**src/rtl/cache_pkg.sv**
```systemverilog
// Shared types and width helpers for the direct-mapped write-through cache.
package cache_pkg;

    typedef enum logic [1:0] {
        IDLE  = 2'd0,
        FILL  = 2'd1,
        WRITE = 2'd2
    } state_t;

    function automatic int offset_w(input int line_words);
        return $clog2(line_words);
    endfunction

    function automatic int index_w(input int lines);
        return $clog2(lines);
    endfunction

    function automatic int tag_w(input int addr_w, input int lines, input int line_words);
        return addr_w - 2 - offset_w(line_words) - index_w(lines);
    endfunction

    // Fill counter keeps at least one bit even for single-word lines.
    function automatic int cnt_w(input int line_words);
        return (line_words > 1) ? $clog2(line_words) : 1;
    endfunction

endpackage

```
**src/rtl/cache_tagram.sv**
```systemverilog
// Valid bits and tags per line: combinational read, clocked write, valid bits cleared by reset.
module cache_tagram #(
    parameter int LINES = 16,
    parameter int IDX_W = 4,
    parameter int TAG_W = 24
) (
    input  logic             clk,
    input  logic             reset,
    input  logic [IDX_W-1:0] index,
    output logic             rd_valid,
    output logic [TAG_W-1:0] rd_tag,
    input  logic             wr_en,
    input  logic             wr_valid,
    input  logic [TAG_W-1:0] wr_tag
);

    logic [LINES-1:0] valid_reg;
    logic [TAG_W-1:0] tag_mem [LINES];

    always_ff @(posedge clk or posedge reset) begin
        if (reset) begin
            valid_reg <= '0;
        end else if (wr_en) begin
            valid_reg[index] <= wr_valid;
        end
    end

    always_ff @(posedge clk) begin
        if (wr_en) begin
            tag_mem[index] <= wr_tag;
        end
    end

    assign rd_valid = valid_reg[index];
    assign rd_tag   = tag_mem[index];

endmodule

```
**src/rtl/cache.sv**
```systemverilog
// Direct-mapped, write-through, no-write-allocate cache with blocking line fill.
// Define CACHE_STATS_EN to add saturating read hit/miss counters.
module cache
    import cache_pkg::*;
#(
    parameter int WIDTH      = 32,
    parameter int ADDR_W     = 32,
    parameter int LINES      = 16,
    parameter int LINE_WORDS = 4
) (
    input  logic              clk,
    input  logic              reset,
    input  logic [ADDR_W-1:0] addr,
    input  logic [WIDTH-1:0]  wdata,
    input  logic              memread,
    input  logic              memwrite,
    output logic [WIDTH-1:0]  rdata,
    output logic              stall,
    output logic [ADDR_W-1:0] mem_addr,
    output logic [WIDTH-1:0]  mem_wdata,
    input  logic [WIDTH-1:0]  mem_rdata,
    output logic              mem_read,
    output logic              mem_write,
    input  logic              mem_ready
`ifdef CACHE_STATS_EN
    ,
    output logic [31:0]       hit_count,
    output logic [31:0]       miss_count
`endif
);

    localparam int OFF_W   = offset_w(LINE_WORDS);
    localparam int IDX_W   = index_w(LINES);
    localparam int TAG_W   = tag_w(ADDR_W, LINES, LINE_WORDS);
    localparam int CNT_W   = cnt_w(LINE_WORDS);
    localparam int DIDX_W  = OFF_W + IDX_W;
    localparam int WADDR_W = ADDR_W - 2;

    state_t             state_reg, state_next;
    logic [CNT_W-1:0]   fill_cnt_reg, fill_cnt_next;

    logic [WADDR_W-1:0] word_addr, fill_word;
    logic [IDX_W-1:0]   index;
    logic [TAG_W-1:0]   tag;
    logic               line_valid, hit;
    logic [TAG_W-1:0]   line_tag;
    logic               tag_we, tag_wr_valid;

    logic [WIDTH-1:0]   data_mem [LINES*LINE_WORDS];
    logic               data_we;
    logic [DIDX_W-1:0]  data_wr_idx;
    logic [WIDTH-1:0]   data_wr_val;

    assign word_addr = addr[ADDR_W-1:2];
    assign index     = word_addr[OFF_W +: IDX_W];
    assign tag       = word_addr[DIDX_W +: TAG_W];

    // Fill address walks the word offset of the held request's line.
    generate
        if (OFF_W > 0) begin : g_fill_word
            assign fill_word = {word_addr[WADDR_W-1:OFF_W], fill_cnt_reg};
        end else begin : g_fill_single
            assign fill_word = word_addr;
        end
    endgenerate

    cache_tagram #(
        .LINES (LINES),
        .IDX_W (IDX_W),
        .TAG_W (TAG_W)
    ) u_tagram (
        .clk      (clk),
        .reset    (reset),
        .index    (index),
        .rd_valid (line_valid),
        .rd_tag   (line_tag),
        .wr_en    (tag_we),
        .wr_valid (tag_wr_valid),
        .wr_tag   (tag)
    );

    assign hit = line_valid && (line_tag == tag);

    always_ff @(posedge clk) begin
        if (data_we) begin
            data_mem[data_wr_idx] <= data_wr_val;
        end
    end

    assign rdata = data_mem[word_addr[DIDX_W-1:0]];

    always_ff @(posedge clk or posedge reset) begin
        if (reset) begin
            state_reg    <= IDLE;
            fill_cnt_reg <= '0;
        end else begin
            state_reg    <= state_next;
            fill_cnt_reg <= fill_cnt_next;
        end
    end

    always_comb begin
        state_next    = state_reg;
        fill_cnt_next = fill_cnt_reg;
        stall         = 1'b0;
        mem_read      = 1'b0;
        mem_write     = 1'b0;
        mem_addr      = addr;
        mem_wdata     = wdata;
        tag_we        = 1'b0;
        tag_wr_valid  = 1'b0;
        data_we       = 1'b0;
        data_wr_idx   = word_addr[DIDX_W-1:0];
        data_wr_val   = wdata;
        case (state_reg)
            IDLE: begin
                if (memwrite) begin
                    stall      = 1'b1;
                    state_next = WRITE;
                    data_we    = hit;
                end else if (memread && !hit) begin
                    // Invalidate up front so an abandoned fill never leaves a stale-valid line.
                    stall         = 1'b1;
                    state_next    = FILL;
                    fill_cnt_next = '0;
                    tag_we        = 1'b1;
                end
            end
            FILL: begin
                stall    = 1'b1;
                mem_read = 1'b1;
                mem_addr = {fill_word, 2'b00};
                if (mem_ready) begin
                    data_we       = 1'b1;
                    data_wr_idx   = fill_word[DIDX_W-1:0];
                    data_wr_val   = mem_rdata;
                    fill_cnt_next = fill_cnt_reg + 1'b1;
                    if (fill_cnt_reg == CNT_W'(LINE_WORDS - 1)) begin
                        tag_we       = 1'b1;
                        tag_wr_valid = 1'b1;
                        state_next   = IDLE;
                    end
                end
            end
            WRITE: begin
                mem_write = 1'b1;
                stall     = !mem_ready;
                if (mem_ready) begin
                    state_next = IDLE;
                end
            end
            default: state_next = IDLE;
        endcase
    end

`ifdef CACHE_STATS_EN
    // The held request re-presents right after a fill; it was already counted as a miss.
    logic refill_done_reg;
    logic read_access;

    assign read_access = (state_reg == IDLE) && memread && !memwrite;

    always_ff @(posedge clk or posedge reset) begin
        if (reset) begin
            refill_done_reg <= 1'b0;
            hit_count       <= '0;
            miss_count      <= '0;
        end else begin
            refill_done_reg <= (state_reg == FILL) && (state_next == IDLE);
            if (read_access && hit && !refill_done_reg && hit_count != '1) begin
                hit_count <= hit_count + 1'b1;
            end
            if (read_access && !hit && miss_count != '1) begin
                miss_count <= miss_count + 1'b1;
            end
        end
    end
`endif

endmodule

```
**config.mk**
```make
export PLATFORM = sky130hd
export DESIGN_NAME = cache
export DESIGN_NICKNAME = d
export VERILOG_FILES = /design/src/rtl/cache_pkg.sv /design/src/rtl/cache_tagram.sv /design/src/rtl/cache.sv
export SDC_FILE = /design/constraint.sdc
export NUM_CORES = 2
export LEC_CHECK = 0
export ABC_CLOCK_PERIOD_IN_PS = 5800
export CAP_MARGIN = 15
export CELL_PAD_IN_SITES_DETAIL_PLACEMENT = 2
export CELL_PAD_IN_SITES_GLOBAL_PLACEMENT = 2
export CORE_AREA = 4 4 375 746
export DETAILED_ROUTE_END_ITERATION = 10
export DIE_AREA = 0 0 379 750
export GPL_ROUTABILITY_DRIVEN = 1
export GPL_TIMING_DRIVEN = 0
export PLACE_DENSITY_LB_ADDON = 0.1
export REMOVE_ABC_BUFFERS = 1
export SETUP_SLACK_MARGIN = 0.2
export SYNTH_ARGS = -nofsm -noshare
export SYNTH_HDL_FRONTEND = slang
export SYNTH_SLANG_ARGS = --single-unit
```
**constraint.sdc**
```tcl
create_clock -name clk -period 5.8 [get_ports clk]
set_input_delay 0.87 -clock clk [delete_from_list [all_inputs] [get_ports clk]]
set_output_delay 0.87 -clock clk [all_outputs]
set_load 0.02 [all_outputs]
```
# [Yosys cells after proc, flatten, opt, wreduce, memory -nomap -nowiden]
# Memory sizes are Yosys's and may differ from the RTL's.
# Index checks and enable logic that the tools add are counted.
[classes] mul=0 reduce_logical=9 shift=0 n_div=0 magnitude_cmp=2 mux=37 n_addsub=1 eq_ne=10 bitwise_logic=0
[ops] operator="$mux W32" count=2
[ops] operator="$eq A24 B24 Y1" count=1
[ops] operator="$mux W2" count=10
[ops] operator="$bwmux W16" count=1
[ops] operator="$mux W1" count=16
[ops] operator="$ne A2 B2 Y1 const B" count=5
[ops] operator="$reduce_and A4 Y1" count=2
[ops] operator="$pmux W2 S3" count=1
[ops] operator="$lt A4 B5 Y1 const B" count=1
[ops] operator="$bmux W1 S4" count=1
[ops] operator="$demux W1 S4" count=1
[ops] operator="$eq A2 B2 Y1 const B" count=2
[ops] operator="$ge A4 B1 Y1 const B" count=1
[ops] operator="$mux W4" count=1
[ops] operator="$pmux W1 S2" count=2
[ops] operator="$pmux W2 S2" count=1
[ops] operator="$logic_and A1 B1 Y1" count=3
[ops] operator="$ne A3 B3 Y1 const B" count=1
[ops] operator="$pmux W1 S3" count=1
[ops] operator="$add A2 B1 Y2 const B" count=1
[ops] operator="$eq A2 B1 Y1 const B" count=1
[ops] operator="$logic_not A1 Y1" count=2
[ops] operator="$logic_not A2 Y1" count=1
[ops] operator="$reduce_bool A2 Y1" count=1
[word_totals] word_cells=64 mem_count=2 latchBits=0 out_inout_bits=99 romBits=0 ff_bits=20 input_bits=101 ramBits=2432
[memory_table] memory="data_mem" depth=64 word_bits=32 rd=1 rd_ports_with_merged_regs=0 write_ports=1 line="cache.sv:49" text="logic [WIDTH-1:0] data_mem [LINES*LINE_WORDS];"
[memory_table] memory="u_tagram.tag_mem" depth=16 word_bits=24 rd=1 rd_ports_with_merged_regs=0 write_ports=1 line="cache_tagram.sv:18" text="logic [TAG_W-1:0] tag_mem [LINES];"

# [Longest topological paths before layout]
[logic_depth] depth_word=10 ltp_mapped=15 depth_no_buf=9

# [Hierarchy]
# A second synthesis with hierarchy kept.
[hier_totals] hier_cells=4230 hier_area_um2=95162.5
[modules_own_cells] mod="cache" seq_area_each_um2=61599.1 area_each_um2=79941.7 n_inst=1 cells_per_inst=3574
[modules_own_cells] mod="cache_tagram" seq_area_each_um2=11931.4 area_each_um2=15220.8 n_inst=1 cells_per_inst=656

# [Least setup slack after synthesis]
# OpenSTA, ideal clock, no wires.
[synth_timing] path_type="in2reg" startpoint="in addr[4]" endpoint="mem data_mem[22][0] (enable)" setup_slack_ns=0.642 arrival_time_ns=4.737 n_path_buf=2 path_stages=11 setup_ns=0.421 required_ns=5.379 path_cell_list="buf_6 > mux4_2 > a221o_1 > a311o_1 > a21oi_2 > a31oi_1 > o31ai_2 > nand4_4 > o31a_4 > buf_6 > nor2_1"
[synth_between] elab_chain_len=7 word_cells_on_any_way=9 classes_between="eq/ne: 1; mux: 6; reduce/logical: 1; memory: 1"
[synth_lines] element="start: declaration" line="cache.sv:13" text="input logic [ADDR_W-1:0] addr,"
[synth_lines] element="$mem_v2 Z16 W24 or $bmux W1 S4 (tied branches)"
[synth_lines] element="$eq A24 B24 Y1 or $mux W1 (tied branches)" line="cache.sv:82, cache_tagram.sv:34"
[synth_lines] element="$logic_and A1 B1 Y1" line="cache.sv:82" text="assign hit = line_valid && (line_tag == tag);"
[synth_lines] element="$mux W1" line="cache.sv:117" text="if (memwrite) begin"
[synth_lines] element="$pmux W1 S2" line="cache.sv:115" text="case (state_reg)"
[synth_lines] element="$mux W1" line="cache.sv:85" text="if (data_we) begin"
[synth_lines] element="$mux W1 (implied by the code)" line="cache.sv:86" text="data_mem[data_wr_idx] <= data_wr_val;"
[synth_lines] element="end: declaration" line="cache.sv:49"
# Parallel ways exist; a longest one is shown, timed or not. The select of a mux whose other input is x is not followed.

# [Final worst setup path]
[layout_timing] startpoint="in addr[3]" endpoint="out rdata[27]"
[layout_between] elab_chain_len=1
[layout_lines] element="$mem_v2 Z64 W32"
[layout_lines] element="end: declaration" line="cache.sv:17" text="output logic [WIDTH-1:0] rdata,"
# Every way passes these cells.

==> run summary <==
Run status = finished clean
CP required = 4.93 ns
P per Cell Area = 336 mW/mm²
Cts bufs inserted = 227
Crit path launch = addr[3]
Simple-gate share of the synthesized area = 1.53%
Worst EP arrival = 4.60 ns
Max frequency = 183 MHz
Slew of the pin with the lowest slew margin = 1.17 ns
Worst-path clk slew = 0.07 ns
Clock sink count = 2452
Area of the mapped netlist = 0.0956 mm²
Largest family of logic cells by synthesized area = multiplexers
Gr ovfl total = 0
Synth Warn # = 0
Max Cap Viol = 0
CP Capture Type = output pin
Die width = 379 µm
Critical R2R Launch = u_tagram.tag_mem[15][15]$_DFFE_PP_
Design Area, Final = 0.113 mm²
Via count = 45700
CP max FO = 51
Commonest non-fill, non-tap cells in the layout = edfxtp_1 (2432), mux4_2 (710), clkbuf_16 (229)
Max incr delay on CP = 0.58 ns
CTS tree = yes
Most frequent CP cell = mux4_2
Peak VDD IR = 0.237 mV
Critical Path, Cell by Cell = buf_12 -> buf_16 -> buf_16 -> bufbuf_16 -> mux4_2 -> mux4_2 -> mux4_2 -> clkdlybuf4s50_1
Comb power frac = 8.6%
Max-slew headroom = 22.3%
CP delay by family, top = buffers and inverters
Core ar. = 0.274 mm²
# rows = 272
PnR worst setup slack = 0.334 ns
CP startpoint kind = primary input
WHS = 0.509 ns
Die Ht = 750 µm
Post-synthesis mux area share = 18.1%
Fin. Hold Viols = 0
Switching share of power = 23.4%
Via density = 5.54
Clk pwr share = 38.1%
Vias in the first global route = 50800
Tot Pwr = 38.1 mW
Switching pwr = 8.89 mW
Number of cells on the worst reg-to-reg path = 12
Nets = 4622
XOR/XNOR share of the synthesized area = 0.202%
Post-synthesis async set-or-reset flop share = 0.816%
Top-Level Pins = 200
Cells after Synth = 4138
Yosys cell types = 78
DRC = 0
Compound-gate portion of the synthesized area = 1.60%
CTS H-tree depth = 4
FF-to-FF End = data_mem[15][24]$_DFFE_PP_
Layout cells sized above 1 = 30.0%
Setup CP Type = in -> out
Dpl hpwl = 198000 µm
Post-layout min period = 5.47 ns
Fillers = 24800
Register area share after synthesis = 77.0%
Placed Area = 0.105 mm²
Final worst path period share = 94.2%
Iteration-0 DRC Markers = 3768
Fin cells = 8252
Initial DRT Pass Iterations = 6
HP Class = reg -> reg
Number of flops mapped to enable cells by yosys = 2432
Cells after DPL = 7817
Die area = 0.284 mm²
Dpl ws = -2.40 ns
P&R area growth vs syn = 18.7%
Largest net degree at the start of global routing = 65
Wirelength per Cell = 38.1 µm
First-pass GRT wire length = 431000 µm
Reg2Reg Setup Slack = 0.64 ns
Largest register FFs = 2048
Initial antenna violation count = 5
Leakage = 35.2 nW
Crit path capture = rdata[27]
Starting Density = 34.8%
Final GP Congestion = 0.720
Stages on worst setup path = 8
Final Max Slew Viols = 0
Setup Skew = 0.0948 ns
Area share of fa/ha/maj cells after synthesis = 0.0131%
Post-synthesis register bit count = 2452
RSZ-0062 raised after global routing = yes
Clock Latency Late Sink = 0.94 ns
IO Port Bufs = 199
Commonest non-fill, non-tap cell in the layout = edfxtp_1
Commonest register cell after synthesis = edfxtp_1
Seq pwr share = 53.3%
GRT Total Usage = 22.1%
CP Buf/Inv Count = 5
Clock buffer depth = 4
Int Pwr = 29.2 mW
# setup viols final = 0
Root Driver = clkbuf_16
Slowest cell on crit path = clkdlybuf4s50_1
Final ANT Viol Nets = 0
Syn Area/Cell = 23.1 µm²
Final wirelength = 315000 µm
-- power by group through the flow --
stage / registers [mW] / clock network [mW] / logic (mW)
2_1_floorplan: 20.7 / 0 / 1.39
3_3_place_gp: 20.8 / 0 / 4.64
3_5_place_dp: 20.7 / 0 / 3.21
4_1_cts: 20.3 / 14.9 / 3.34
5_1_grt: 20.3 / 15.6 / 3.52
6_report: 20.3 / 14.5 / 3.29
-- what timing repair did --
action                     4_1_cts  5_1_grt
gates resized for setup         45        5
setup endpoints to repair     2472       24
pin swaps                        6        1
buffers inserted                 6        1
gates cloned                    24        2
hold buffers                     0        0
-- area by class of cell --
type,count,area [µm²],share of cell area [%]
Tap cell,3562,4460,3.93
Inverter,15,71.3,0.0629
Antenna cell,1,2.50,0.00221
Clock inverter,106,868,0.766
Clock buffer,292,5920,5.23
Sequential cell,2452,73500,64.9
Timing Repair Buffer,437,7380,6.51
Multi-Input combinational cell,1387,21100,18.6
-- cells by family (layout without fill, tap and decap cells) --
| kind of cell | Yosys count | after routing |
|---|---|---|
| buffers and inverters | 299 | 850 |
| xor gates and xnor gates | 22 | 22 |
| AOI/OAI and AO/OA | 202 | 202 |
| adders and majority gates | 1 | 1 |
| and+or+nand+nor | 331 | 331 |
| muxes | 831 | 831 |
| other | 0 | 1 |
| DFF | 2452 | 2452 |
-- layer usage --
| layer | wire [µm] | global-route usage, % | vias up |
|---|---|---|---|
| met5 | 0 | 0 | - |
| met4 | 12700 | 7.69 | 0 |
| met3 | 9800 | 2.08 | 473 |
| met2 | 176000 | 42.2 | 1166 |
| met1 | 116000 | 25.6 | 25800 |
| li1 | - | - | 18300 |
-- cell usage after synthesis, drive strengths merged, types with 3 or more instances --
cell type / instances / area, µm²
nand2: 167 / 627
dfrtp: 20 / 500
o21ai: 24 / 120
and2: 10 / 62.6
a2111oi: 5 / 50.0
a211oi: 6 / 57.6
a22o: 7 / 61.3
o221ai: 3 / 26.3
nand4: 6 / 52.6
and3: 3 / 18.8
a21oi: 35 / 179
a22oi: 27 / 203
o21a: 9 / 67.6
clkbuf: 122 / 458
nor3b: 4 / 30.0
nor3: 7 / 35.0
nor2b: 17 / 106
or3: 3 / 18.8
o21ba: 9 / 90.1
a31oi: 14 / 87.6
a221o: 3 / 30.0
nor2: 88 / 333
o311ai: 3 / 26.3
o32a: 7 / 70.1
o211ai: 3 / 22.5
a32oi: 3 / 26.3
nand2b: 6 / 37.5
mux4: 712 / 16000
nand3: 11 / 55.1
xnor2: 12 / 105
buf: 162 / 1050
a221oi: 8 / 76.3
nor4: 3 / 40.0
o22ai: 9 / 56.3
mux2i: 103 / 1030
edfxtp: 2432 / 73000
xor2: 10 / 87.6
o31a: 5 / 78.8
inv: 15 / 56.3
mux2: 16 / 180
-- how the worst min path moves through the flow --
stage               cells past startpoint                                 end  slack [ns]                          startpoint
detailed placement                      1  u_tagram.valid_reg[12]$_DFFE_PP0P_        0.50  u_tagram.valid_reg[12]$_DFFE_PP0P_
finish                                  1  u_tagram.valid_reg[13]$_DFFE_PP0P_        0.51  u_tagram.valid_reg[13]$_DFFE_PP0P_
global route                            1   u_tagram.valid_reg[1]$_DFFE_PP0P_        0.52   u_tagram.valid_reg[1]$_DFFE_PP0P_
CTS                                     1  u_tagram.valid_reg[12]$_DFFE_PP0P_        0.51  u_tagram.valid_reg[12]$_DFFE_PP0P_
global placement                        1   u_tagram.valid_reg[3]$_DFFE_PP0P_        0.47   u_tagram.valid_reg[3]$_DFFE_PP0P_
floorplan                               1   u_tagram.valid_reg[3]$_DFFE_PP0P_        0.47   u_tagram.valid_reg[3]$_DFFE_PP0P_
-- metrics by stage --
step	utilization, %	setup TNS [ns]
after floorplan	-	0
after global placement	36.6	-
after detailed placement	38.4	-4819.70
after CTS	41.3	0
after global routing	41.3	0
final	41.3	0
No activity file was read; power rests on OpenSTA's default activity.
